`src/rtl/bus_ctrl_pkg.sv`:
```
// Shared definitions for the register-to-register bus transfer controller:
// FSM state encoding, default sizes and the index-width helper.
package bus_ctrl_pkg;

   typedef enum logic [1:0] {
      IDLE  = 2'd0,
      DRIVE = 2'd1,
      LOAD  = 2'd2,
      DONE  = 2'd3
   } state_t;

   localparam int NREG_DEF = 4;
   localparam int NREQ_DEF = 2;

   // Index width for n items; never below one bit so single-entry vectors stay legal.
   function automatic int idx_w(input int n);
      return (n > 1) ? $clog2(n) : 1;
   endfunction

endpackage

```
`src/rtl/bus_xfer_ctrl_if.sv`:
```
// Request/bus-control bundle between requesters and the transfer controller.
interface bus_xfer_ctrl_if
   import bus_ctrl_pkg::*;
#(
   parameter int NREG = NREG_DEF,
   parameter int NREQ = NREQ_DEF
);
   localparam int SW = idx_w(NREG);

   logic [NREQ-1:0]    req;
   logic [NREQ*SW-1:0] src;
   logic [NREQ*SW-1:0] dst;
   logic [NREG-1:0]    oe;
   logic [NREG-1:0]    load;
   logic [NREQ-1:0]    done;
   logic               err;
   logic               busy;

   modport master (
      input  req, src, dst,
      output oe, load, done, err, busy
   );

   modport slave (
      output req, src, dst,
      input  oe, load, done, err, busy
   );

endinterface

```
`src/rtl/rr_arbiter.sv`:
```
// Request arbiter for the transfer controller. BUSCTRL_RR_EN selects round-robin
// (pointer after last winner); otherwise fixed priority with lowest index winning.
module rr_arbiter
   import bus_ctrl_pkg::*;
#(
   parameter int NREQ = NREQ_DEF
) (
   input  logic            clk,
   input  logic            reset,
   input  logic [NREQ-1:0] req,
   input  logic            accept,
   output logic [NREQ-1:0] grant
);

   logic found;

`ifdef BUSCTRL_RR_EN
   localparam int PW = idx_w(NREQ);

   logic [PW-1:0] ptr;
   logic [PW-1:0] ptr_nxt;

   // Two passes: requesters at or above the pointer first, then wrap to index 0.
   always_comb begin
      grant   = '0;
      ptr_nxt = ptr;
      found   = 1'b0;
      for (int unsigned i = 0; i < NREQ; i++) begin
         if (!found && req[i] && (i >= 32'(ptr))) begin
            grant[i] = 1'b1;
            found    = 1'b1;
            ptr_nxt  = (i == NREQ - 1) ? '0 : PW'(i + 1);
         end
      end
      for (int unsigned i = 0; i < NREQ; i++) begin
         if (!found && req[i]) begin
            grant[i] = 1'b1;
            found    = 1'b1;
            ptr_nxt  = (i == NREQ - 1) ? '0 : PW'(i + 1);
         end
      end
   end

   always_ff @(posedge clk or negedge reset) begin
      if (!reset)      ptr <= '0;
      else if (accept) ptr <= ptr_nxt;
   end
`else
   logic unused_ok;
   assign unused_ok = ^{clk, reset, accept};

   always_comb begin
      grant = '0;
      found = 1'b0;
      for (int unsigned i = 0; i < NREQ; i++) begin
         if (!found && req[i]) begin
            grant[i] = 1'b1;
            found    = 1'b1;
         end
      end
   end
`endif

endmodule

```
`src/rtl/bus_xfer_ctrl.sv`:
```
// Shared-bus transfer controller: arbitrates requesters, drives oe/load to move
// one register onto another. Arbitration mode set by BUSCTRL_RR_EN (see rr_arbiter).
module bus_xfer_ctrl
   import bus_ctrl_pkg::*;
#(
   parameter int NREG = NREG_DEF,
   parameter int NREQ = NREQ_DEF
) (
   input  logic              clk,
   input  logic              reset,
   bus_xfer_ctrl_if.master   bus
);

   localparam int SW = idx_w(NREG);

   state_t          state, state_nxt;
   logic [SW-1:0]   src_q, dst_q, src_nxt, dst_nxt, sel_src, sel_dst;
   logic [NREQ-1:0] win_q, win_nxt, grant;
   logic [NREG-1:0] oe_q, oe_nxt, load_q, load_nxt;
   logic [NREQ-1:0] done_q, done_nxt;
   logic            err_q, err_nxt;
   logic            accept, reject;

   rr_arbiter #(.NREQ(NREQ)) u_arb (
      .clk    (clk),
      .reset  (reset),
      .req    (bus.req),
      .accept (accept),
      .grant  (grant)
   );

   always_comb begin
      sel_src = '0;
      sel_dst = '0;
      for (int unsigned i = 0; i < NREQ; i++) begin
         if (grant[i]) begin
            sel_src = bus.src[i*SW +: SW];
            sel_dst = bus.dst[i*SW +: SW];
         end
      end
      reject = (sel_src == sel_dst) || (32'(sel_src) >= NREG) || (32'(sel_dst) >= NREG);
   end

   always_comb begin
      state_nxt = state;
      src_nxt   = src_q;
      dst_nxt   = dst_q;
      win_nxt   = win_q;
      err_nxt   = 1'b0;
      accept    = 1'b0;
      case (state)
         IDLE: begin
            if (|bus.req) begin
               accept  = 1'b1;
               src_nxt = sel_src;
               dst_nxt = sel_dst;
               win_nxt = grant;
               if (reject) begin
                  state_nxt = DONE;
                  err_nxt   = 1'b1;
               end else begin
                  state_nxt = DRIVE;
               end
            end
         end
         DRIVE:   state_nxt = LOAD;
         LOAD:    state_nxt = DONE;
         DONE:    state_nxt = IDLE;
         default: state_nxt = IDLE;
      endcase
   end

   // Outputs are decoded from the next state so they come straight off flops.
   always_comb begin
      oe_nxt   = '0;
      load_nxt = '0;
      done_nxt = '0;
      if (state_nxt == DRIVE || state_nxt == LOAD) oe_nxt[src_nxt]   = 1'b1;
      if (state_nxt == LOAD)                       load_nxt[dst_nxt] = 1'b1;
      if (state_nxt == DONE)                       done_nxt          = win_nxt;
   end

   always_ff @(posedge clk or negedge reset) begin
      if (!reset) begin
         state  <= IDLE;
         src_q  <= '0;
         dst_q  <= '0;
         win_q  <= '0;
         oe_q   <= '0;
         load_q <= '0;
         done_q <= '0;
         err_q  <= 1'b0;
      end else begin
         state  <= state_nxt;
         src_q  <= src_nxt;
         dst_q  <= dst_nxt;
         win_q  <= win_nxt;
         oe_q   <= oe_nxt;
         load_q <= load_nxt;
         done_q <= done_nxt;
         err_q  <= err_nxt;
      end
   end

   assign bus.oe   = oe_q;
   assign bus.load = load_q;
   assign bus.done = done_q;
   assign bus.err  = err_q;
   assign bus.busy = (state != IDLE);

endmodule

```
`src/flat_wrapper.sv`:
```
// flat-port wrapper written by rule: the top's interface ports become plain ports
module bus_xfer_ctrl_flat import bus_ctrl_pkg::*;
#(
   parameter int NREG = NREG_DEF,
   parameter int NREQ = NREQ_DEF
)
  (clk, reset, bus_req, bus_src, bus_dst, bus_oe, bus_load, bus_done, bus_err, bus_busy);
  bus_xfer_ctrl_if #(.NREG(NREG), .NREQ(NREQ)) bus_i ();
  input  logic clk;
  input  logic reset;
  input wire logic [$bits(bus_i.req)-1:0] bus_req;
  input wire logic [$bits(bus_i.src)-1:0] bus_src;
  input wire logic [$bits(bus_i.dst)-1:0] bus_dst;
  output wire logic [$bits(bus_i.oe)-1:0] bus_oe;
  output wire logic [$bits(bus_i.load)-1:0] bus_load;
  output wire logic [$bits(bus_i.done)-1:0] bus_done;
  output wire logic [$bits(bus_i.err)-1:0] bus_err;
  output wire logic [$bits(bus_i.busy)-1:0] bus_busy;
  assign bus_i.req = bus_req;
  assign bus_i.src = bus_src;
  assign bus_i.dst = bus_dst;
  assign bus_oe = bus_i.oe;
  assign bus_load = bus_i.load;
  assign bus_done = bus_i.done;
  assign bus_err = bus_i.err;
  assign bus_busy = bus_i.busy;
  bus_xfer_ctrl #(.NREG(NREG), .NREQ(NREQ)) u_core (.clk(clk), .reset(reset), .bus(bus_i));
endmodule
```
`config.mk`:
```
export PLATFORM = sky130hd
export DESIGN_NAME = bus_xfer_ctrl_flat
export DESIGN_NICKNAME = d
export VERILOG_FILES = /design/src/rtl/bus_ctrl_pkg.sv /design/src/rtl/bus_xfer_ctrl_if.sv /design/src/rtl/rr_arbiter.sv /design/src/rtl/bus_xfer_ctrl.sv /design/src/flat_wrapper.sv
export SDC_FILE = /design/constraint.sdc
export NUM_CORES = 1
export LEC_CHECK = 0
export ABC_CLOCK_PERIOD_IN_PS = 1700
export CAP_MARGIN = 20
export CORE_AREA = 2 2 53 55
export CTS_CLUSTER_DIAMETER = 80
export DETAILED_ROUTE_END_ITERATION = 10
export DIE_AREA = 0 0 55 57
export GPL_TIMING_DRIVEN = 0
export MAX_ROUTING_LAYER = met4
export PLACE_DENSITY_LB_ADDON = 0.08
export SETUP_SLACK_MARGIN = 0.5
export SLEW_MARGIN = 15
export SYNTH_ARGS = -nofsm -noshare
export SYNTH_HDL_FRONTEND = slang
export SYNTH_HIERARCHICAL = 1
export SYNTH_SLANG_ARGS = --single-unit
```
`constraint.sdc`:
```
create_clock -name clk -period 1.7 [get_ports clk]
set_input_delay 0.17 -clock clk [delete_from_list [all_inputs] [get_ports clk]]
set_output_delay 0.17 -clock clk [all_outputs]
set_load 0.03 [all_outputs]
```
After elaboration in Yosys (flattened, before gate mapping)
Cells that the tools add are included.

Bits in registers: 19. Input port bits: 12. Output and inout port bits: 12. Word-level logic and storage cells: 52.

Magnitude comparators: 4. Equal/unequal tests: 7. Multiplexer cells: 25. Reduce and logical (&&, ||, !) cells: 8.

Operators with widths (number): two-way mux 2 bit (13); == test 2 bit, second input constant (4); two-way mux 4 bit (2); one-hot mux 2 bit (4 select lines) (1); two-way mux 1 bit (7); less-than comparator 2 x 3 -> 1 bit, second input constant (2); demux 1 bit (select 2 bit) (2); == test 2 x 1 -> 1 bit, second input constant (2); >= comparator 2 x 1 -> 1 bit, second input constant (2); logical AND 1 bit (3); == test 2 bit (1); logical NOT 2 bit (1); nonzero test 2 bit (1); OR reduction 2 bit (1); logical NOT 1 bit (1); logical OR 1 bit (1).

Longest topological paths before layout
Gate-level depths: netlist of the first run.

Depth after elaboration: 12. Depth in mapped cells: 8. Gate-level depth less buffers: 7.

Cells and area by module
The synthesis of the first run kept the hierarchy.

By module, submodules not included: bus_xfer_ctrl (instances 1, cells an instance 92, area each 968.4 um2); rr_arbiter (instances 1, cells an instance 2, area each 21.3 um2).

Least setup slack after synthesis of the first run
Ideal clock, no wire load.

Kind: input to register. Start: in bus_req[1]. End: reg u_core.oe_q[1], in the netlist u_core/bus.oe[1]. Arrival time: 1.343 ns. Slack: 0.280 ns. Stages: 7. Path buffers: 0. Cell sequence: nor2b_4 -> nor2b_2 -> o21ai_0 -> o211ai_1 -> a31oi_1 -> ha_1 -> a21oi_1.

Cells in the longest elaborated chain, start to end: 10.

RTL lines: from (decl) (line flat_wrapper.sv:11) `input wire logic [$bits(bus_i.req)-1:0] bus_req;`; logical AND 1 bit (line rr_arbiter.sv:56) `if (!found && req[i]) begin`; two-way mux 1 bit (line rr_arbiter.sv:56); two-way mux 2 bit (line bus_xfer_ctrl.sv:36) `if (grant[i]) begin`; == test 2 bit (line bus_xfer_ctrl.sv:41) `reject = (sel_src == sel_dst) || (32'(sel_src) >= NREG) || (32'(sel_dst) >= NREG);`; two-way mux 2 bit (line bus_xfer_ctrl.sv:58) `if (reject) begin`; two-way mux 2 bit * (line bus_xfer_ctrl.sv:53) `if (|bus.req) begin`; one-hot mux 2 bit (4 select lines) * (line bus_xfer_ctrl.sv:51) `case (state)`; via u_core.state_nxt[1] (line bus_xfer_ctrl.sv:16) `state_t state, state_nxt;`; == test 2 x 1 -> 1 bit or == test 2 bit (tied branches) (line bus_xfer_ctrl.sv:78) `if (state_nxt == DRIVE || state_nxt == LOAD) oe_nxt[src_nxt] = 1'b1;`; logical OR 1 bit * (line bus_xfer_ctrl.sv:78); two-way mux 4 bit * (line bus_xfer_ctrl.sv:78); via u_core.oe_nxt[1] (line bus_xfer_ctrl.sv:19) `logic [NREG-1:0] oe_q, oe_nxt, load_q, load_nxt;`; to (signal assigned) (line bus_xfer_ctrl.sv:98) `oe_q <= oe_nxt;`; to (decl) (line bus_xfer_ctrl.sv:19).

Mark *: on every way through the listed nets, which the timed path passes. The rest lies on a longest branch.

Final worst setup path of the first run
Start: reg u_core.state[1]. End: reg u_core.oe_q[1], in the netlist u_core/bus.oe[1].

RTL lines: from (decl) (line bus_xfer_ctrl.sv:16); from (signal assigned) (line bus_xfer_ctrl.sv:94) `state <= state_nxt;`; == test 2 bit, or another cell as far along (line bus_xfer_ctrl.sv:51); one-hot mux 2 bit (4 select lines) * (line bus_xfer_ctrl.sv:51); via u_core.state_nxt[1] (line bus_xfer_ctrl.sv:16); == test 2 x 1 -> 1 bit or == test 2 bit (tied branches) (line bus_xfer_ctrl.sv:78); logical OR 1 bit * (line bus_xfer_ctrl.sv:78); two-way mux 4 bit * (line bus_xfer_ctrl.sv:78); via u_core.oe_nxt[1] (line bus_xfer_ctrl.sv:19).

Marked as above.

==> results of run 1 <==
[routing by layer]
layer	GRT usage, %	part of all wire [%]	up-vias
met3	2.36	6.4	2
met2	23.3	47	31
met4	8.36	1.3	0
li1	-	-	412
met1	20.1	45	377
met5	-	0	-
[repair_timing]
action	4_1_cts	5_1_grt
pin swaps	6	5
gates cloned	1	1
hold endpoints to repair	0	0
buffers inserted	6	3
setup endpoints to repair	29	29
resized for setup	46	38
[registers in the layout, summed over array words and instances, names as in the netlist]
| signal | cells |
|---|---|
| u_core/dst_q | 2 |
| u_core/src_q | 2 |
| u_core/state | 2 |
| u_core/bus.load | 4 |
| u_core/bus.oe | 4 |
| u_core/bus.err | 1 |
| u_core/win_q | 2 |
| u_core/bus.done | 2 |
[kinds of logic (layout without fill, tap and decap cells)]
group                      after synthesis  after routing  share of synthesized area [%]
and+or+nand+nor                         36             36                           20.9
AOI/OAI and AO/OA                       22             22                           17.3
DFF                                     19             19                           48.0
buffers and inverters                    8             46                           3.92
adders and majority gates                5              5                           6.32
xor gates and xnor gates                 4              4                           3.54
[layout make-up]
| type | count | area (sq um) |
|---|---|---|
| well taps | 31 | 38.8 |
| clock buffers | 4 | 26.3 |
| repair buffers | 34 | 260 |
| multi-input cells | 67 | 587 |
| inverters | 5 | 18.8 |
| fillers | 252 | 1180 |
| flip-flops and latches | 19 | 475 |
| plain buffers | 3 | 30.0 |
[cells in the mapped netlist (2+ instances only)]
library cell   n
ha_1           5
a22oi_2        3
nor3_1         3
nand3_1        2
a21boi_1       2
nand2_1       10
dfrtp_1       19
and2_1         3
a21oi_2        2
buf_4          2
o21ai_0        6
xor2_1         4
nand3b_1       8
nor2_1         4
inv_1          4
a31oi_1        3
[layout by cell type, fill, tap and decap left out, types with 3 or more instances in the layout]
cell type,Yosys,final
a22oi_2,3,3
buf_4,2,9
buf_6,0,5
clkbuf_2,0,11
clkbuf_4,0,3
clkdlybuf4s50_1,0,5
dfrtp_1,19,19
dlygate4sd2_1,0,4
ha_4,0,3
inv_2,1,5
nand2_1,10,5
nand2_2,0,4
nand3b_1,8,8
nor2_2,0,3
nor3_1,3,3
o21ai_1,0,5
xor2_1,4,4
[power groups by stage]
stage	logic, uW	registers (uW)	clock network [uW]
5_1_grt	1720	743	262
3_3_place_gp	1140	722	0
6_report	1570	726	224
2_1_floorplan	661	857	0
4_1_cts	1410	714	232
3_5_place_dp	1160	723	0
[through the flow]
stage	power (uW)	setup WS [ns]	TNS, ns	cell area [sq um]
after CTS	2360	0.230	0	1410
after floorplan	1520	0.307	0	1010
after global routing	2730	0.175	0	1440
final	2520	0.210	0	1440
after detailed placement	1880	-0.550	-5.13	1270
after global placement	1870	-0.541	-4.88	1270
[path summary, 6_finish.rpt]
path	endpoint	cells past startpoint
setup / recovery	u_core/bus.oe[1]$_DFF_PN0_	5
min in group clk	u_core/state[1]$_DFF_PN0_	3
hold reg to reg	u_core/win_q[1]$_DFF_PN0_	2
max in group asynchronous	u_core/bus.done[1]$_DFF_PN0_	1
hold / removal	u_core/dst_q[1]$_DFF_PN0_	1
setup reg to reg	u_core/bus.oe[1]$_DFF_PN0_	5
==> results.toml, run 1 <==
[run_status]
status = "completed"

[placement]
post-dp-hpwl_mm = 1.41
port_buffers = 23
dp.cells = 148
place_congestion = 0.804

[sta]
drv_slew = 0
clock_skew_ns = 0.00907
fin_hold_ws_ns = 0.342
slew_headroom_pct = 44.7
hold_viol = 0
finalSetupViolations = 0
rsz0062_at_grt = "true"
tightestPinTransition_ns = 0.826
post-route-period-util_pct = 87.7
fin_crit_ns = 1.49
max_freq_mhz = 671

[job]
drv_cap = 0

[cells_and_area]
final_cell_count_no_fill = 163
syn_to_final_growth_pct = 45.1
drive_above_1_share_pct = 47.7
layout.nets = 150
final_util_pct = 54.9
antenna_cells = 0

[detailed_routing]
antenna_left = 0
vias_per_cell = 5.04
drt-total-wl_mm = 2.09
dr.first_iter.drc_count = 16
dr_total_vias = 822
wire_per_inst_microns = 12.8
drc = 0
drt_pass1_iterations = 4

[yosys]
synth_area_leaders = "dfrtp_1 48%, ha_1 6.3%, nand3b_1 6.1%"
synth_seq_cells = 19
synth_cells = 94
postSynth.asyncResetShare_pct = 100
synth.distinct_cells = 30
ys_warn_count = 6
netlist_area_sq_um = 990
syn_avg_cell_area_sq_um = 10.5
synthFlopType = "dfrtp_1"
synth_edf_count = 0
yosysSeqAreaShare_pct = 48.0
yosys.area.top_type = "dfrtp_1"
syn_nets = 111
synthDominantCellAreaShare_pct = 48.0

[worst_setup_path]
r2r-start = "u_core/state[1]$_DFF_PN0_"
crit_buf_inv = 1
cp-end-kind = "flip-flop"
critical_path.startpoint = "u_core/state[1]$_DFF_PN0_"
critPathMaxStageDelay_ns = 0.39
reg2reg_slack_ns = 0.21
critPathRequiredTime_ns = 1.93
cp_slowest_cell = "dfrtp_1"
cpLargestDelayFamily = "flip-flops"
start_kind = "flip-flop"
crit_fanout = 4
critical_path_class = "reg2reg"
crit_chain = "inv_2, or3_4, a31oi_4, ha_4, a21oi_1"
arrival_ns = 1.72

[power]
clkPwrFrac_pct = 8.9
ir_worst_vdd_mv = 1.08
power_frac_comb_pct = 62.3
seqPwrFrac_pct = 28.8
switching_power_uw = 1070
leakage_uw = 0.000662
p_int_uw = 1460
powerDensity_mw_per_mm2 = 1760
sw_frac_of_total_pct = 42.2

[clocking]
clock-root-buffer = "clkbuf_4"
htree_levels = 1
clockBufferDepth = 2
cts_made_buffers = 3
clk_latency_ns = 0.29
cts_tree = "built"
cts_hold_buf = 0
cts.clk_slew.worst_paths_ns = 0.11
cts.sinks = 19

[grt]
overflow = 0
track_usage_pct = 15.6
grt_max_degree = 20
antenna_found_initial = 0
grt_pass1_vias = 770
grt_pass1_wl_mm = 3.37

[floorplanning]
dieArea_sq_mm = 0.00314
rows = 19
io_pins = 24
start_util_pct = 37.8
core-area_sq_mm = 0.00262
die_w_microns = 55
die_y_microns = 57

[min_path]
hp-class = "in2async"
Note: power is estimated with default switching activity, not from simulation.
==> run 2: changes to the inputs <==
ABC_CLOCK_PERIOD_IN_PS = unset   (was 1700)
PLACE_DENSITY = 0.77   (was unset)
PLACE_DENSITY_LB_ADDON = unset   (was 0.08)
==> run 2 against run 1 <==
Compared with the run above:
- sequential share of layout area down 1.4 points
- final area up 4.4%
- cell count up 0.61%
- hold slack worse by 0.0076 ns
- routed wire length up 18%
- flip-flop and latch count unchanged
- non-clock buffer count up 1
- sequential power up 2%
- clock power about the same
- critical path type unchanged
- largest power group unchanged
- highest routed layer unchanged
==> results.toml, run 2 (same netlist as run 1, synthesis figures left out) <==
[sta]
post-route-period-util_pct = 86.9
drv_slew = 0
fin_crit_ns = 1.48
hold_viol = 0
fin_hold_ws_ns = 0.334
tns_ns = 0
rsz0062_at_grt = "true"
clock_skew_ns = 0.00731
tightestPinTransition_ns = 0.821
max_freq_mhz = 677
slew_headroom_pct = 45.1
finalSetupViolations = 0

[worst_setup_path]
arrival_ns = 1.68
cp-end-kind = "flip-flop"
start_kind = "flip-flop"
critical_path.startpoint = "u_core/state[0]$_DFF_PN0_"
r2r-start = "u_core/state[0]$_DFF_PN0_"
crit_fanout = 3
ff2ff_path_depth = 7
critPathRequiredTime_ns = 1.90
critical_path_class = "reg2reg"
reg2reg_to = "u_core/bus.done[1]$_DFF_PN0_"
reg2reg_slack_ns = 0.22

[power]
ir_worst_vdd_mv = 1.17
sw_frac_of_total_pct = 43.0
seqPwrFrac_pct = 25.6
total_power_uw = 2870
switching_power_uw = 1240
clkPwrFrac_pct = 7.9
leakage_uw = 0.000693
p_int_uw = 1640
power_frac_comb_pct = 66.5
powerDensity_mw_per_mm2 = 1920

[clocking]
cts.clk_slew.worst_paths_ns = 0.11
htree_levels = 1
clk_latency_ns = 0.30
cts_hold_buf = 0
clockBufferDepth = 2
clock-root-buffer = "clkbuf_4"
cts_made_buffers = 3
cts.sinks = 19
cts_tree = "built"

[cells_and_area]
final_cell_count_no_fill = 164
syn_to_final_growth_pct = 51.6
final_common_cell = "dfrtp_1"
drive_above_1_share_pct = 51.1
final_util_pct = 57.4
antenna_cells = 0
final_cell_mix = "19 x dfrtp_1, 11 x clkbuf_2, 8 x dlygate4sd2_1, 8 x nand3b_1"
layout.nets = 151

[floorplanning]
die_y_microns = 57
io_pins = 24
rows = 19
core-area_sq_mm = 0.00262
die_w_microns = 55
dieArea_sq_mm = 0.00314
start_util_pct = 37.8

[grt]
grt_pass1_wl_mm = 3.53
antenna_found_initial = 0
track_usage_pct = 16.3
grt_max_degree = 20
overflow = 0
grt_pass1_vias = 798

[detailed_routing]
vias_per_cell = 5.25
dr.first_iter.drc_count = 25
drc = 0
antenna_left = 0
dr_total_vias = 861
wire_per_inst_microns = 15.0
drt_pass1_iterations = 4
drt-total-wl_mm = 2.46

[placement]
dp.cells = 148
port_buffers = 23
post-dp-hpwl_mm = 1.41
place_congestion = 0.779

[job]
drv_cap = 0

[run_status]
status = "completed"

[min_path]
hp-class = "in2async"
==> run 2: cell count changes in the layout (fill, tap and decap cells not counted), sizes merged <==
cell	previous run	this run
clkdlybuf4s50	5	1
clkbuf	15	16
buf	15	16
clkdlybuf4s15	2	1
dlygate4sd2	4	8
==> run 2: worst max path at each step <==
stage,to,slack [ns]
2_1_floorplan,u_core/bus.oe[1]$_DFF_PN0_,0.31
3_3_place_gp,u_core/bus.oe[1]$_DFF_PN0_,-0.55
3_5_place_dp,u_core/bus.oe[1]$_DFF_PN0_,-0.58
4_1_cts,u_core/bus.oe[1]$_DFF_PN0_,0.25
5_1_grt,u_core/bus.oe[0]$_DFF_PN0_,0.19
6_report,u_core/bus.done[1]$_DFF_PN0_,0.22
==> run 2: worst max-delay path, stage by stage, from the launching register on <==
cell and delay [ns]:
dfrtp_1 0.42, inv_2 0.12, ha_4 0.22, nor2_4 0.10, a31oi_4 0.06, buf_6 0.15
ha_4 0.15, and2_1 0.14
==> run 2: repair_timing <==
action / in CTS / in global routing
pin swaps: 9 / 9
buffers inserted: 7 / 4
resized for setup: 56 / 44
setup endpoints to repair: 29 / 31
cloned: 0 / 1
==> run 2: power groups by stage <==
stage | sequential, uW | clock (uW) | combinational [uW]
6_report | 737 | 227 | 1910
3_5_place_dp | 725 | 0 | 1150
3_3_place_gp | 714 | 0 | 1120
4_1_cts | 714 | 228 | 1550
5_1_grt | 759 | 251 | 2060
2_1_floorplan | 857 | 0 | 661
==> run 2: routing by layer <==
layer  track usage (%)  wire length [microns]  share of wire [%]  up-vias
li1                  -                      -                  -      406
met1              19.0                   1000                 41      424
met2              25.7                   1300                 53       27
met3              2.88                    119                4.8        4
met4              9.41                     38                1.5        0
met5                 -                      0                  0        -
==> run 2: final cells by class <==
class	instances	area, sq um
repair buffers	35	289
clock buffers	4	26.3
flip-flops and latches	19	475
multi-input cells	67	618
fillers	233	1110
inverters	5	18.8
plain buffers	3	33.8
well taps	31	38.8
==> run 2: stage by stage <==
step	instance area [sq um]	setup slack (ns)
after floorplan	1010	0.307
after global placement	1270	-0.554
after detailed placement	1270	-0.579
after CTS	1440	0.251
after global routing	1500	0.186
final	1500	0.224
==> run 3: changes to the inputs <==
GPL_TIMING_DRIVEN = unset   (was 0)
REMOVE_ABC_BUFFERS = 1   (was unset)
==> run 3 against run 2 <==
Compared with the run above:
- clock skew shrank 0.0053 ns
- largest power group unchanged
- fmax is essentially flat
- combinational power shrank 3%
- critical endpoint is now u_core/bus.oe[3]$_DFF_PN0_
- power shrank 2.1%
- sequential power shrank 2%
- hold slack lost 0.14 ns
- sequential share of layout area shrank 0.65 points
==> results.toml, run 3 (same netlist as run 1, synthesis figures left out) <==
[run_status]
status = "completed"

[worst_setup_path]
critical_path.startpoint = "u_core/state[0]$_DFF_PN0_"
r2r-start = "u_core/state[0]$_DFF_PN0_"
arrival_ns = 1.68
cp-end-kind = "flip-flop"
critPathRequiredTime_ns = 1.90
crit_fanout = 4
start_kind = "flip-flop"
critical_path_class = "reg2reg"

[detailed_routing]
dr.first_iter.drc_count = 10
antenna_left = 0
drt-total-wl_mm = 2.35
drt_pass1_iterations = 5
dr_total_vias = 850
wire_per_inst_microns = 13.6
vias_per_cell = 4.94
drc = 0

[sta]
fin_crit_ns = 1.48
hold_viol = 0
slew_headroom_pct = 79.2
post-route-period-util_pct = 86.8
max_freq_mhz = 678
tns_ns = 0
clock_skew_ns = 0.00206
rsz0062_at_grt = "true"
drv_slew = 0
finalSetupViolations = 0
tightestPinTransition_ns = 0.312

[power]
ir_worst_vdd_mv = 0.954
switching_power_uw = 1180
power_frac_comb_pct = 66.2
sw_frac_of_total_pct = 42.0
p_int_uw = 1630
clkPwrFrac_pct = 8.1
leakage_uw = 0.000715
powerDensity_mw_per_mm2 = 1840
seqPwrFrac_pct = 25.7
total_power_uw = 2810

[floorplanning]
core-area_sq_mm = 0.00262
die_y_microns = 57
start_util_pct = 37.8
die_w_microns = 55
io_pins = 24
dieArea_sq_mm = 0.00314
rows = 19

[grt]
grt_pass1_vias = 859
track_usage_pct = 17.1
overflow = 0
grt_pass1_wl_mm = 3.66
grt_max_degree = 20
antenna_found_initial = 0

[clocking]
clk_latency_ns = 0.30
cts.clk_slew.worst_paths_ns = 0.11
clockBufferDepth = 2
cts.sinks = 19
cts_tree = "built"
cts_made_buffers = 3
clock-root-buffer = "clkbuf_4"
htree_levels = 1

[cells_and_area]
syn_to_final_growth_pct = 54.7
drive_above_1_share_pct = 48.2
fill_cells = 242
layout.nets = 159
final_common_cell = "buf_4"
final_cell_mix = "20 x buf_4, 19 x dfrtp_1, 10 x dlygate4sd2_1, 10 x nand2_1, 9 x clkbuf_2"
antenna_cells = 0
multi_input_area_sq_um = 599
seqCellArea_sq_um = 475

[placement]
post-dp-hpwl_mm = 1.63
port_buffers = 23
place_congestion = 0.780

[min_path]
hp-class = "in2async"

[job]
drv_cap = 0
-- run 3: final cells by class --
class	instances	area share, %
inverters	5	1.39
multi-input cells	67	39.1
repair buffers	46	24.1
well taps	31	2.53
clock buffers	3	1.47
flip-flops and latches	19	31.0
clock inverters	1	0.327
-- run 3: stage by stage --
stage	std cells	cell area, sq um	util [%]	setup slack (ns)	hold slack (ns)
detailed placement	161	1370	52.4	-0.241	0.460
finish	172	1530	58.6	0.224	0.194
floorplan	91	970	-	0.280	-0.126
global placement	161	1370	52.4	-0.160	0.455
global route	172	1530	58.6	0.193	0.217
CTS	168	1500	57.2	0.232	0.198
-- run 3: repair_timing --
item                                   CTS  global route
endpoints found under the hold margin    0             0
buffers inserted                         3             4
pin swaps                                6             5
setup endpoints to repair               31            29
resized for setup                       57            28
hold buffers                             0             0
-- run 3: metal layers --
| layer | vias to the layer above | track usage, % | part of all wire [%] |
|---|---|---|---|
| met1 | 400 | 19.0 | 41 |
| met3 | 4 | 3.14 | 3.3 |
| met2 | 23 | 28.1 | 54 |
| met4 | 0 | 9.41 | 1.7 |
| li1 | 423 | - | - |
| met5 | - | - | 0 |
-- run 3: power by group through the flow --
stage                     logic [uW]  clock network, uW  registers, uW
after global placement          1190                  0            717
final                           1860                228            722
after floorplan                  600                  0            854
after detailed placement        1220                  0            726
after CTS                       1540                235            720
after global routing            2010                262            740
-- run 3: final timing paths --
kind	end	slack, ns	cells after the start
hold reg to reg	u_core/win_q[1]$_DFF_PN0_	0.49	2
max in group asynchronous	u_core/bus.load[1]$_DFF_PN0_	1.30	2
setup reg to reg	u_core/bus.oe[3]$_DFF_PN0_	0.22	6
hold / removal	u_core/bus.load[0]$_DFF_PN0_	0.19	2
min in group clk	u_core/bus.oe[2]$_DFF_PN0_	0.45	5
setup / recovery	u_core/bus.oe[3]$_DFF_PN0_	0.22	6
-- run 3: worst max-delay path, stage by stage (launching register included) --
cell     delay, ns
dfrtp_1       0.42
inv_2         0.13
ha_4          0.20
nor2_2        0.05
a21o_1        0.21
ha_4          0.33
nor2_1        0.05
